## src/rtl/alu_sequencer_if.sv

```systemverilog
// rtl/alu_sequencer_if.sv - request, ALU drive and response bundle for alu_sequencer
interface alu_sequencer_if;
  logic       req_valid;
  logic       req_ready;
  logic [3:0] req_a;
  logic [3:0] req_b;
  logic [2:0] req_opcode;
  logic [3:0] alu_a;
  logic [3:0] alu_b;
  logic [2:0] alu_opcode;
  logic [3:0] alu_c;
  logic       alu_carr;
  logic       alu_sign;
  logic       alu_zero;
  logic       rsp_valid;
  logic       rsp_ready;
  logic [3:0] rsp_c;
  logic       rsp_carr;
  logic       rsp_sign;
  logic       rsp_zero;
  logic       rsp_err;
  logic [7:0] txn_count;

  modport slave (
    input  req_valid, req_a, req_b, req_opcode,
    input  alu_c, alu_carr, alu_sign, alu_zero,
    input  rsp_ready,
    output req_ready, alu_a, alu_b, alu_opcode,
    output rsp_valid, rsp_c, rsp_carr, rsp_sign, rsp_zero, rsp_err, txn_count
  );

  modport master (
    output req_valid, req_a, req_b, req_opcode,
    output alu_c, alu_carr, alu_sign, alu_zero,
    output rsp_ready,
    input  req_ready, alu_a, alu_b, alu_opcode,
    input  rsp_valid, rsp_c, rsp_carr, rsp_sign, rsp_zero, rsp_err, txn_count
  );
endinterface

```

## src/rtl/alu_sequencer.sv

```systemverilog
// rtl/alu_sequencer.sv - holds one request on a bit-serial ALU for HOLD_CYCLES clocks and returns the result
module alu_sequencer #(
  parameter int unsigned HOLD_CYCLES = 8
) (
  input logic            clk,
  input logic            rst,
  alu_sequencer_if.slave bus
);

  typedef enum logic [1:0] {S_IDLE, S_ISSUE, S_CAPTURE, S_RESP} state_t;

  localparam logic [2:0] OP_NOP    = 3'b111;
  localparam logic [3:0] HOLD_LOAD = 4'(HOLD_CYCLES - 1);

  state_t     state_q;
  logic [3:0] cnt_q;
  logic       req_ready_q;
  logic [3:0] alu_a_q;
  logic [3:0] alu_b_q;
  logic [2:0] alu_opcode_q;
  logic       rsp_valid_q;
  logic [3:0] rsp_c_q;
  logic       rsp_carr_q;
  logic       rsp_sign_q;
  logic       rsp_zero_q;
  logic       rsp_err_q;
  logic [7:0] txn_q;

  logic accept;
  logic legal;

  assign accept = (state_q == S_IDLE) && bus.req_valid && req_ready_q;
  assign legal  = (bus.req_opcode <= 3'd4);

  always_ff @(posedge clk) begin
    if (rst) begin
      state_q      <= S_IDLE;
      cnt_q        <= 4'd0;
      req_ready_q  <= 1'b0;
      alu_a_q      <= 4'd0;
      alu_b_q      <= 4'd0;
      alu_opcode_q <= OP_NOP;
      rsp_valid_q  <= 1'b0;
      rsp_c_q      <= 4'd0;
      rsp_carr_q   <= 1'b0;
      rsp_sign_q   <= 1'b0;
      rsp_zero_q   <= 1'b0;
      rsp_err_q    <= 1'b0;
      txn_q        <= 8'd0;
    end else begin
      case (state_q)
        S_IDLE: begin
          if (accept) begin
            req_ready_q <= 1'b0;
            if (legal) begin
              alu_a_q      <= bus.req_a;
              alu_b_q      <= bus.req_b;
              alu_opcode_q <= bus.req_opcode;
              cnt_q        <= HOLD_LOAD;
              state_q      <= S_ISSUE;
            end else begin
              // Illegal opcodes never reach the ALU; answer immediately with an error.
              rsp_c_q     <= 4'd0;
              rsp_carr_q  <= 1'b0;
              rsp_sign_q  <= 1'b0;
              rsp_zero_q  <= 1'b0;
              rsp_err_q   <= 1'b1;
              rsp_valid_q <= 1'b1;
              state_q     <= S_RESP;
            end
          end else begin
            req_ready_q <= 1'b1;
          end
        end
        S_ISSUE: begin
          if (cnt_q == 4'd0) begin
            state_q <= S_CAPTURE;
          end else begin
            cnt_q <= cnt_q - 4'd1;
          end
        end
        S_CAPTURE: begin
          rsp_c_q      <= bus.alu_c;
          rsp_carr_q   <= bus.alu_carr;
          rsp_sign_q   <= bus.alu_sign;
          rsp_zero_q   <= bus.alu_zero;
          rsp_err_q    <= 1'b0;
          alu_opcode_q <= OP_NOP;
          rsp_valid_q  <= 1'b1;
          state_q      <= S_RESP;
        end
        S_RESP: begin
          if (bus.rsp_ready) begin
            rsp_valid_q <= 1'b0;
            txn_q       <= txn_q + 8'd1;
            req_ready_q <= 1'b1;
            state_q     <= S_IDLE;
          end
        end
        default: state_q <= S_IDLE;
      endcase
    end
  end

  assign bus.req_ready  = req_ready_q;
  assign bus.alu_a      = alu_a_q;
  assign bus.alu_b      = alu_b_q;
  assign bus.alu_opcode = alu_opcode_q;
  assign bus.rsp_valid  = rsp_valid_q;
  assign bus.rsp_c      = rsp_c_q;
  assign bus.rsp_carr   = rsp_carr_q;
  assign bus.rsp_sign   = rsp_sign_q;
  assign bus.rsp_zero   = rsp_zero_q;
  assign bus.rsp_err    = rsp_err_q;
  assign bus.txn_count  = txn_q;

endmodule

```

## src/flat_wrapper.sv

```systemverilog
// flat-port wrapper written by rule: the top's interface ports become plain ports
module alu_sequencer_flat 
#(
  parameter int unsigned HOLD_CYCLES = 8
)
  (clk, rst, bus_req_valid, bus_req_a, bus_req_b, bus_req_opcode, bus_alu_c, bus_alu_carr, bus_alu_sign, bus_alu_zero, bus_rsp_ready, bus_req_ready, bus_alu_a, bus_alu_b, bus_alu_opcode, bus_rsp_valid, bus_rsp_c, bus_rsp_carr, bus_rsp_sign, bus_rsp_zero, bus_rsp_err, bus_txn_count);
  alu_sequencer_if bus_i ();
  input logic clk;
  input logic rst;
  input wire logic [$bits(bus_i.req_valid)-1:0] bus_req_valid;
  input wire logic [$bits(bus_i.req_a)-1:0] bus_req_a;
  input wire logic [$bits(bus_i.req_b)-1:0] bus_req_b;
  input wire logic [$bits(bus_i.req_opcode)-1:0] bus_req_opcode;
  input wire logic [$bits(bus_i.alu_c)-1:0] bus_alu_c;
  input wire logic [$bits(bus_i.alu_carr)-1:0] bus_alu_carr;
  input wire logic [$bits(bus_i.alu_sign)-1:0] bus_alu_sign;
  input wire logic [$bits(bus_i.alu_zero)-1:0] bus_alu_zero;
  input wire logic [$bits(bus_i.rsp_ready)-1:0] bus_rsp_ready;
  output wire logic [$bits(bus_i.req_ready)-1:0] bus_req_ready;
  output wire logic [$bits(bus_i.alu_a)-1:0] bus_alu_a;
  output wire logic [$bits(bus_i.alu_b)-1:0] bus_alu_b;
  output wire logic [$bits(bus_i.alu_opcode)-1:0] bus_alu_opcode;
  output wire logic [$bits(bus_i.rsp_valid)-1:0] bus_rsp_valid;
  output wire logic [$bits(bus_i.rsp_c)-1:0] bus_rsp_c;
  output wire logic [$bits(bus_i.rsp_carr)-1:0] bus_rsp_carr;
  output wire logic [$bits(bus_i.rsp_sign)-1:0] bus_rsp_sign;
  output wire logic [$bits(bus_i.rsp_zero)-1:0] bus_rsp_zero;
  output wire logic [$bits(bus_i.rsp_err)-1:0] bus_rsp_err;
  output wire logic [$bits(bus_i.txn_count)-1:0] bus_txn_count;
  assign bus_i.req_valid = bus_req_valid;
  assign bus_i.req_a = bus_req_a;
  assign bus_i.req_b = bus_req_b;
  assign bus_i.req_opcode = bus_req_opcode;
  assign bus_i.alu_c = bus_alu_c;
  assign bus_i.alu_carr = bus_alu_carr;
  assign bus_i.alu_sign = bus_alu_sign;
  assign bus_i.alu_zero = bus_alu_zero;
  assign bus_i.rsp_ready = bus_rsp_ready;
  assign bus_req_ready = bus_i.req_ready;
  assign bus_alu_a = bus_i.alu_a;
  assign bus_alu_b = bus_i.alu_b;
  assign bus_alu_opcode = bus_i.alu_opcode;
  assign bus_rsp_valid = bus_i.rsp_valid;
  assign bus_rsp_c = bus_i.rsp_c;
  assign bus_rsp_carr = bus_i.rsp_carr;
  assign bus_rsp_sign = bus_i.rsp_sign;
  assign bus_rsp_zero = bus_i.rsp_zero;
  assign bus_rsp_err = bus_i.rsp_err;
  assign bus_txn_count = bus_i.txn_count;
  alu_sequencer #(.HOLD_CYCLES(HOLD_CYCLES)) u_core (.clk(clk), .rst(rst), .bus(bus_i));
endmodule
```

## config.mk

```make
export PLATFORM = sky130hd
export DESIGN_NAME = alu_sequencer_flat
export DESIGN_NICKNAME = d
export VERILOG_FILES = /design/src/rtl/alu_sequencer_if.sv /design/src/rtl/alu_sequencer.sv /design/src/flat_wrapper.sv
export SDC_FILE = /design/constraint.sdc
export NUM_CORES = 1
export LEC_CHECK = 0
export CELL_PAD_IN_SITES_DETAIL_PLACEMENT = 1
export CELL_PAD_IN_SITES_GLOBAL_PLACEMENT = 1
export CORE_MARGIN = 2
export CORE_UTILIZATION = 30
export CTS_CLUSTER_SIZE = 24
export DETAILED_ROUTE_END_ITERATION = 8
export PLACE_DENSITY_LB_ADDON = 0.1
export SLEW_MARGIN = 20
export SYNTH_ARGS = -nofsm -noshare
export SYNTH_HDL_FRONTEND = slang
export SYNTH_SLANG_ARGS = --single-unit
```

## constraint.sdc

```tcl
create_clock -name clk -period 1.62 [get_ports clk]
set_clock_uncertainty 0.1 [all_clocks]
set_input_delay 0.324 -clock clk [delete_from_list [all_inputs] [get_ports clk]]
set_output_delay 0.324 -clock clk [all_outputs]
set_load 0.03 [all_outputs]
```

---- Word-level counts from Yosys, hierarchy flattened ----
Cells that the tools add are included.
word-level totals
  memories kept ........................... 0
  bits in writable memories ............... 0
  ROM bits ................................ 0
  bits in latches ......................... 0
  flip-flop bits (word level) ............. 35
  logic and storage cells ................. 69
cells by class
  div/mod/pow operators ................... 0
  shift operators ......................... 0
  bitwise gates (word level) .............. 0
  mux-type cells .......................... 28
  reductions and logical operators ........ 16
  $lt $le $gt $ge ......................... 1
  add/subtract/negate cells ............... 2
  equality and inequality tests ........... 9
  $mul .................................... 0
operators by type and width
  operator                                           number
  2-to-1 mux 4 bit                                   5
  one-hot mux 4 bit (2 select lines)                 2
  AND reduction 3 bit                                4
  one-hot mux 1 bit (2 select lines)                 5
  adder 8 x 1 -> 8 bit (second input constant)       1
  2-to-1 mux 2 bit                                   4
  one-hot mux 2 bit (4 select lines)                 1
  AND reduction 4 bit                                2
  2-to-1 mux 1 bit                                   7
  2-to-1 mux 3 bit                                   2
  != test 2 x 1 -> 1 bit (second input constant)     3
  != test 2 bit (second input constant)              3
  one-hot mux 3 bit (2 select lines)                 1
  nonzero test 2 bit                                 3
  == test 2 bit (second input constant)              2
  logical NOT 4 bit                                  1
  AND reduction 2 bit                                2
  subtractor 4 x 1 -> 4 bit (second input constant)  1
  <= comparator 3 bit (second input constant)        1
  one-hot mux 1 bit (3 select lines)                 1
  nonzero test 3 bit                                 1
  == test 2 x 1 -> 1 bit (second input constant)     1
  logical AND 1 bit                                  2
  logical NOT 2 bit                                  1

---- Logic depth before layout (Yosys ltp) ----
  depth after elaboration ................. 5
  gate-level depth with buffers ........... 7

---- Worst setup path after synthesis ----
OpenSTA, ideal clock, no wires.
  kind .................................... flip-flop to flip-flop
  start ................................... register u_core.state_q[0]
  end ..................................... register u_core.cnt_q[3]
  cell stages (with the launch flop) ...... 7
  arrival time ............................ 1625 ps
  period minus slack after synthesis ...... 1821 ps
  path slack .............................. -201 ps
  cell sequence ........................... dfxtp_1 -> inv_1 -> ha_1 -> a21boi_1 -> or2_4 -> or2_4 -> o41ai_2
between the ends
  word-level cells in the longest chain between the ends .. 5
ends and longest elaborated chain
  item                                     RTL line                                  RTL
  start, declared                          alu_sequencer.sv:15                       state_t state_q;
  start signal, assigned                   alu_sequencer.sv:37                       state_q <= S_IDLE;
  start signal, assigned                   alu_sequencer.sv:60                       state_q <= S_ISSUE;
  start signal, assigned                   alu_sequencer.sv:69                       state_q <= S_RESP;
  logical NOT 2 bit                        alu_sequencer.sv:32, alu_sequencer.sv:51
  logical AND 1 bit (2 in a row)           alu_sequencer.sv:32                       assign accept = (state_q == S_IDLE) && bus.req_valid && req_ready_q;
  != test 2 x 1 -> 1 bit (no source line)  n/a
  AND reduction 4 bit (no source line)     n/a
  end signal, assigned                     alu_sequencer.sv:79                       cnt_q <= cnt_q - 4'd1;
  end, declared                            alu_sequencer.sv:16                       logic [3:0] cnt_q;
Parallel ways exist; a longest one is shown, timed or not.
A chain may end at the register's enable or synchronous reset.

---- Worst setup path after layout ----
  start ................................... register u_core.cnt_q[0]
  end ..................................... register u_core.state_q[1]
between the ends
  word-level cells in the longest chain between the ends .. 3
ends and longest elaborated chain
  item                                     RTL line             RTL
  logical NOT 4 bit                        alu_sequencer.sv:76  if (cnt_q == 4'd0) begin
  != test 2 x 1 -> 1 bit (no source line)  n/a
  AND reduction 3 bit (no source line)     n/a
  end signal, assigned                     alu_sequencer.sv:69
  end signal, assigned                     alu_sequencer.sv:77  state_q <= S_CAPTURE;
  end signal, assigned                     alu_sequencer.sv:90  state_q <= S_RESP;
No other way between the ends.

==> impl_results.md <==
- M2 GR Usage: 0.290
- Global-route wire length before repair: 7880 um
- DP Wirelength: between 3000 and 4000 um
- VDD IR max: about 510 uV
- Sequential area share after synthesis: 0.445
- Routability cong.: about 0.79
- RSZ-0062 raised after global routing: true
- Final Hold Fails: 0
- Share of cells above drive strength 1: 0.307
- Vias: roughly 1600
- Area Growth Syn to Fin: 65.0%
- Worst setup SP type: flop
- Min setup slack post-route: -0.157 ns
- Vias in the first global route: ~1700
- Pre-CTS setup slack: -0.406 ns
- Synth Area in Compound Gates: 0.191
- Area share of fa/ha/maj cells after synthesis: 0.0477
- Post-synth EDFFs: 0
- Synth Cell Area: 1570 um^2
- Crit Path Max Fanout: 4
- WP data arrival: around 1.9 ns
- Worst min path class: flop to flop
- Leakage: around 1.1 nW
- Worst-path clk slew: approximately 0.080 ns
- Routed Antenna Nets: 0
- Clock buffer depth: 2
- Fin nets: about 280
- WP data required: approximately 1.7 ns
- Routed wire per std cell: roughly 15 um
- Total GRT Usage: 0.168
- GR Util met3: 0.0545
- Die width: ~76 um
- Main flop type after synthesis: dfxtp_1
- Setup TNS: -0.529 ns
- GR peak layer: met2
- Main combinational cell family by area after synthesis: compound AO/OA/AOI/OAI gates
- Slew @ Worst Pin: 0.342 ns
- Total CTS buffers: 5
- CP cell instances: inv_2, ha_4, or3b_4, a211oi_4, nor2_1, a311oi_2
- Die area: around 5800 um^2
- Total wire length: between 4000 and 5000 um
- Finish-stage setup viols: 6
- Max-cap viol count: 0
- Vias per cell: between 4 and 5
- Async set-reset flop share out of synthesis: 0
- Clock root cell: clkbuf_8
- Failing checks: negative setup slack
- Syn Nets: approximately 200
- Port Buffer Count: 50
- Antenna Cells: 0
- Status: finished with violations
- CP endpoint kind: flop
- # H-tree levels: 2
- Fin crit period: between 1.5 and 2 ns
- WS Path Type: flop to flop
- Die height: 76.4 um
- Mapped Cells: approximately 170
- Core Area: a little over 5000 um^2
- Layout Cells excl Fill: between 300 and 400
- Clock tree sinks: 35
- Largest net degree at the start of global routing: 20
- Max-Slew Margin vs Limit: 0.771
- GR Util met1: 0.193
- Dpl cells: just over 300
- Final slew viol count: 0
- Multiplexer share of the synthesized area: 0.0636
- Gr ovfl total: 0
- Syn_area_per_cell: approximately 9.4 um^2
- Cell variety after synth: 40
- DR pass1 iterations: 4
- Seq cells post-synth: 35
- # DRC: 0
- Initial Util: 0.310
- Initial antenna violation count: 0
- Maximum clock rate: around 560 MHz
- CP peak stage delay: just over 0.4 ns
- Initial drt markers: 37
- Crit-path slowest cell: or3b_4
- Worst-skew pair later-pin latency: slightly below 0.3 ns
- Fin crit share: 1.10
- Yosys warnings: 0
- I/O pin count: 51
- CTS tree: yes
- PwrDens: between 1000 and 1500 nW/um^2
- Simple-gate share of the synthesized area: 0.182
- XOR/XNOR Fraction of Synth Area: 0.0278
- Final core occ: 0.512
- Filler cell count: 600
- Cell Rows: 26
## kinds of logic (layout without fill, tap and decap cells)
family,after synthesis,after routing
AOI/OAI and AO/OA,35,35
xor gates and xnor gates,5,5
buffers and inverters,17,100
adders and majority gates,6,6
DFF,35,35
muxes,10,10
and+or+nand+nor,60,60
## registers in the layout (all words and copies together), names as in the netlist
register	flops
u_core.bus.rsp_zero	1
u_core.bus.rsp_valid	1
u_core.bus.rsp_sign	1
u_core.state_q	2
u_core.bus.alu_opcode	3
u_core.bus.alu_b	4
u_core.bus.rsp_c	4
u_core.bus.rsp_carr	1
u_core.bus.alu_a	4
u_core.bus.txn_count	8
u_core.cnt_q	4
u_core.bus.req_ready	1
u_core.bus.rsp_err	1
## cell type report
class	count	area, um^2	share of cell area
Clock buffer	6	82.6	0.0318
Sequential cell	35	708	0.273
Multi-Input combinational cell	116	933	0.359
Tap cell	70	87.6	0.0337
Timing Repair Buffer	83	714	0.275
Inverter	9	36.3	0.0140
Clock inverter	2	35.0	0.0135
## cells in the mapped netlist (all sizes together) (2+ instances only)
| cell type | n | area share |
|---|---|---|
| buf | 2 | 0.0064 |
| nand4 | 2 | 0.0079 |
| o22ai | 3 | 0.012 |
| or2 | 2 | 0.011 |
| clkbuf | 6 | 0.015 |
| a211oi | 6 | 0.043 |
| a21oi | 4 | 0.013 |
| nor3 | 4 | 0.013 |
| dfxtp | 35 | 0.45 |
| ha | 6 | 0.048 |
| mux2i | 10 | 0.064 |
| xor2 | 2 | 0.011 |
| or3 | 2 | 0.0079 |
| xnor2 | 3 | 0.017 |
| inv | 9 | 0.021 |
| nand3 | 5 | 0.016 |
| o21ai | 4 | 0.013 |
| a32oi | 7 | 0.039 |
| nand2 | 9 | 0.021 |
| a311oi | 2 | 0.011 |
| nand2b | 2 | 0.0079 |
| nor2 | 28 | 0.067 |
| nand4b | 2 | 0.011 |
## stage by stage
step	area, um^2	hold WS [ns]	power [mW]
3_5_place_dp	2360	0.383	2.75
5_1_grt	2600	0.429	4.03
2_1_floorplan	1620	0.290	2.10
4_1_cts	2500	0.397	3.64
6_report	2600	0.393	3.78
3_3_place_gp	2360	0.369	2.69
## power by group
part | total (mW) | switching [mW] | internal (mW)
registers | 1.09 | 0.0880 | 1.00
clock network | 0.827 | 0.328 | 0.498
logic | 1.87 | 0.973 | 0.895
## worst max-delay path: cells and delay by family (launching register included)
family | cells | cell delay (ns)
AO/OA/AOI/OAI | 2 | 0.54
adder cells (fa/ha/maj) | 1 | 0.13
buffers and inverters | 1 | 0.07
flip-flops | 1 | 0.33
AND/OR/NAND/NOR | 2 | 0.51
## cells in the final DEF (no fill, tap or decap), types with 4 or more instances in the layout
| cell | netlist | layout |
|---|---|---|
| nand2_1 | 9 | 9 |
| inv_1 | 9 | 5 |
| mux2i_1 | 10 | 8 |
| clkbuf_8 | 0 | 6 |
| nor3_1 | 4 | 4 |
| a32oi_1 | 7 | 7 |
| nor2_1 | 28 | 26 |
| dfxtp_1 | 35 | 31 |
| dlygate4sd2_1 | 0 | 30 |
| nand3_1 | 5 | 4 |
| clkdlybuf4s50_1 | 0 | 19 |
| a21oi_1 | 4 | 4 |
| buf_4 | 0 | 32 |
## metal layers
metal	routed length, um	vias to the layer above
li1	-	765
met1	1970	754
met2	2420	37
met5	0	-
met3	229	8
met4	81	0
## worst paths after layout
kind | start | end | slack [ns] | cells after the start
min reg2reg | u_core.bus.alu_opcode[2] | u_core.bus.alu_opcode[2] | 0.39 | 2
min | u_core.bus.alu_opcode[2] | u_core.bus.alu_opcode[2] | 0.39 | 2
max | u_core.cnt_q[0] | u_core.state_q[1] | -0.16 | 6
max reg2reg | u_core.cnt_q[0] | u_core.state_q[1] | -0.16 | 6
## timing repair
action	4_1_cts	5_1_grt
gates resized for setup	39	17
pin swaps	4	8
hold buffers	0	0
setup endpoints to repair	48	24
setup buffers	4	4
(Power assumes the default switching activity.)
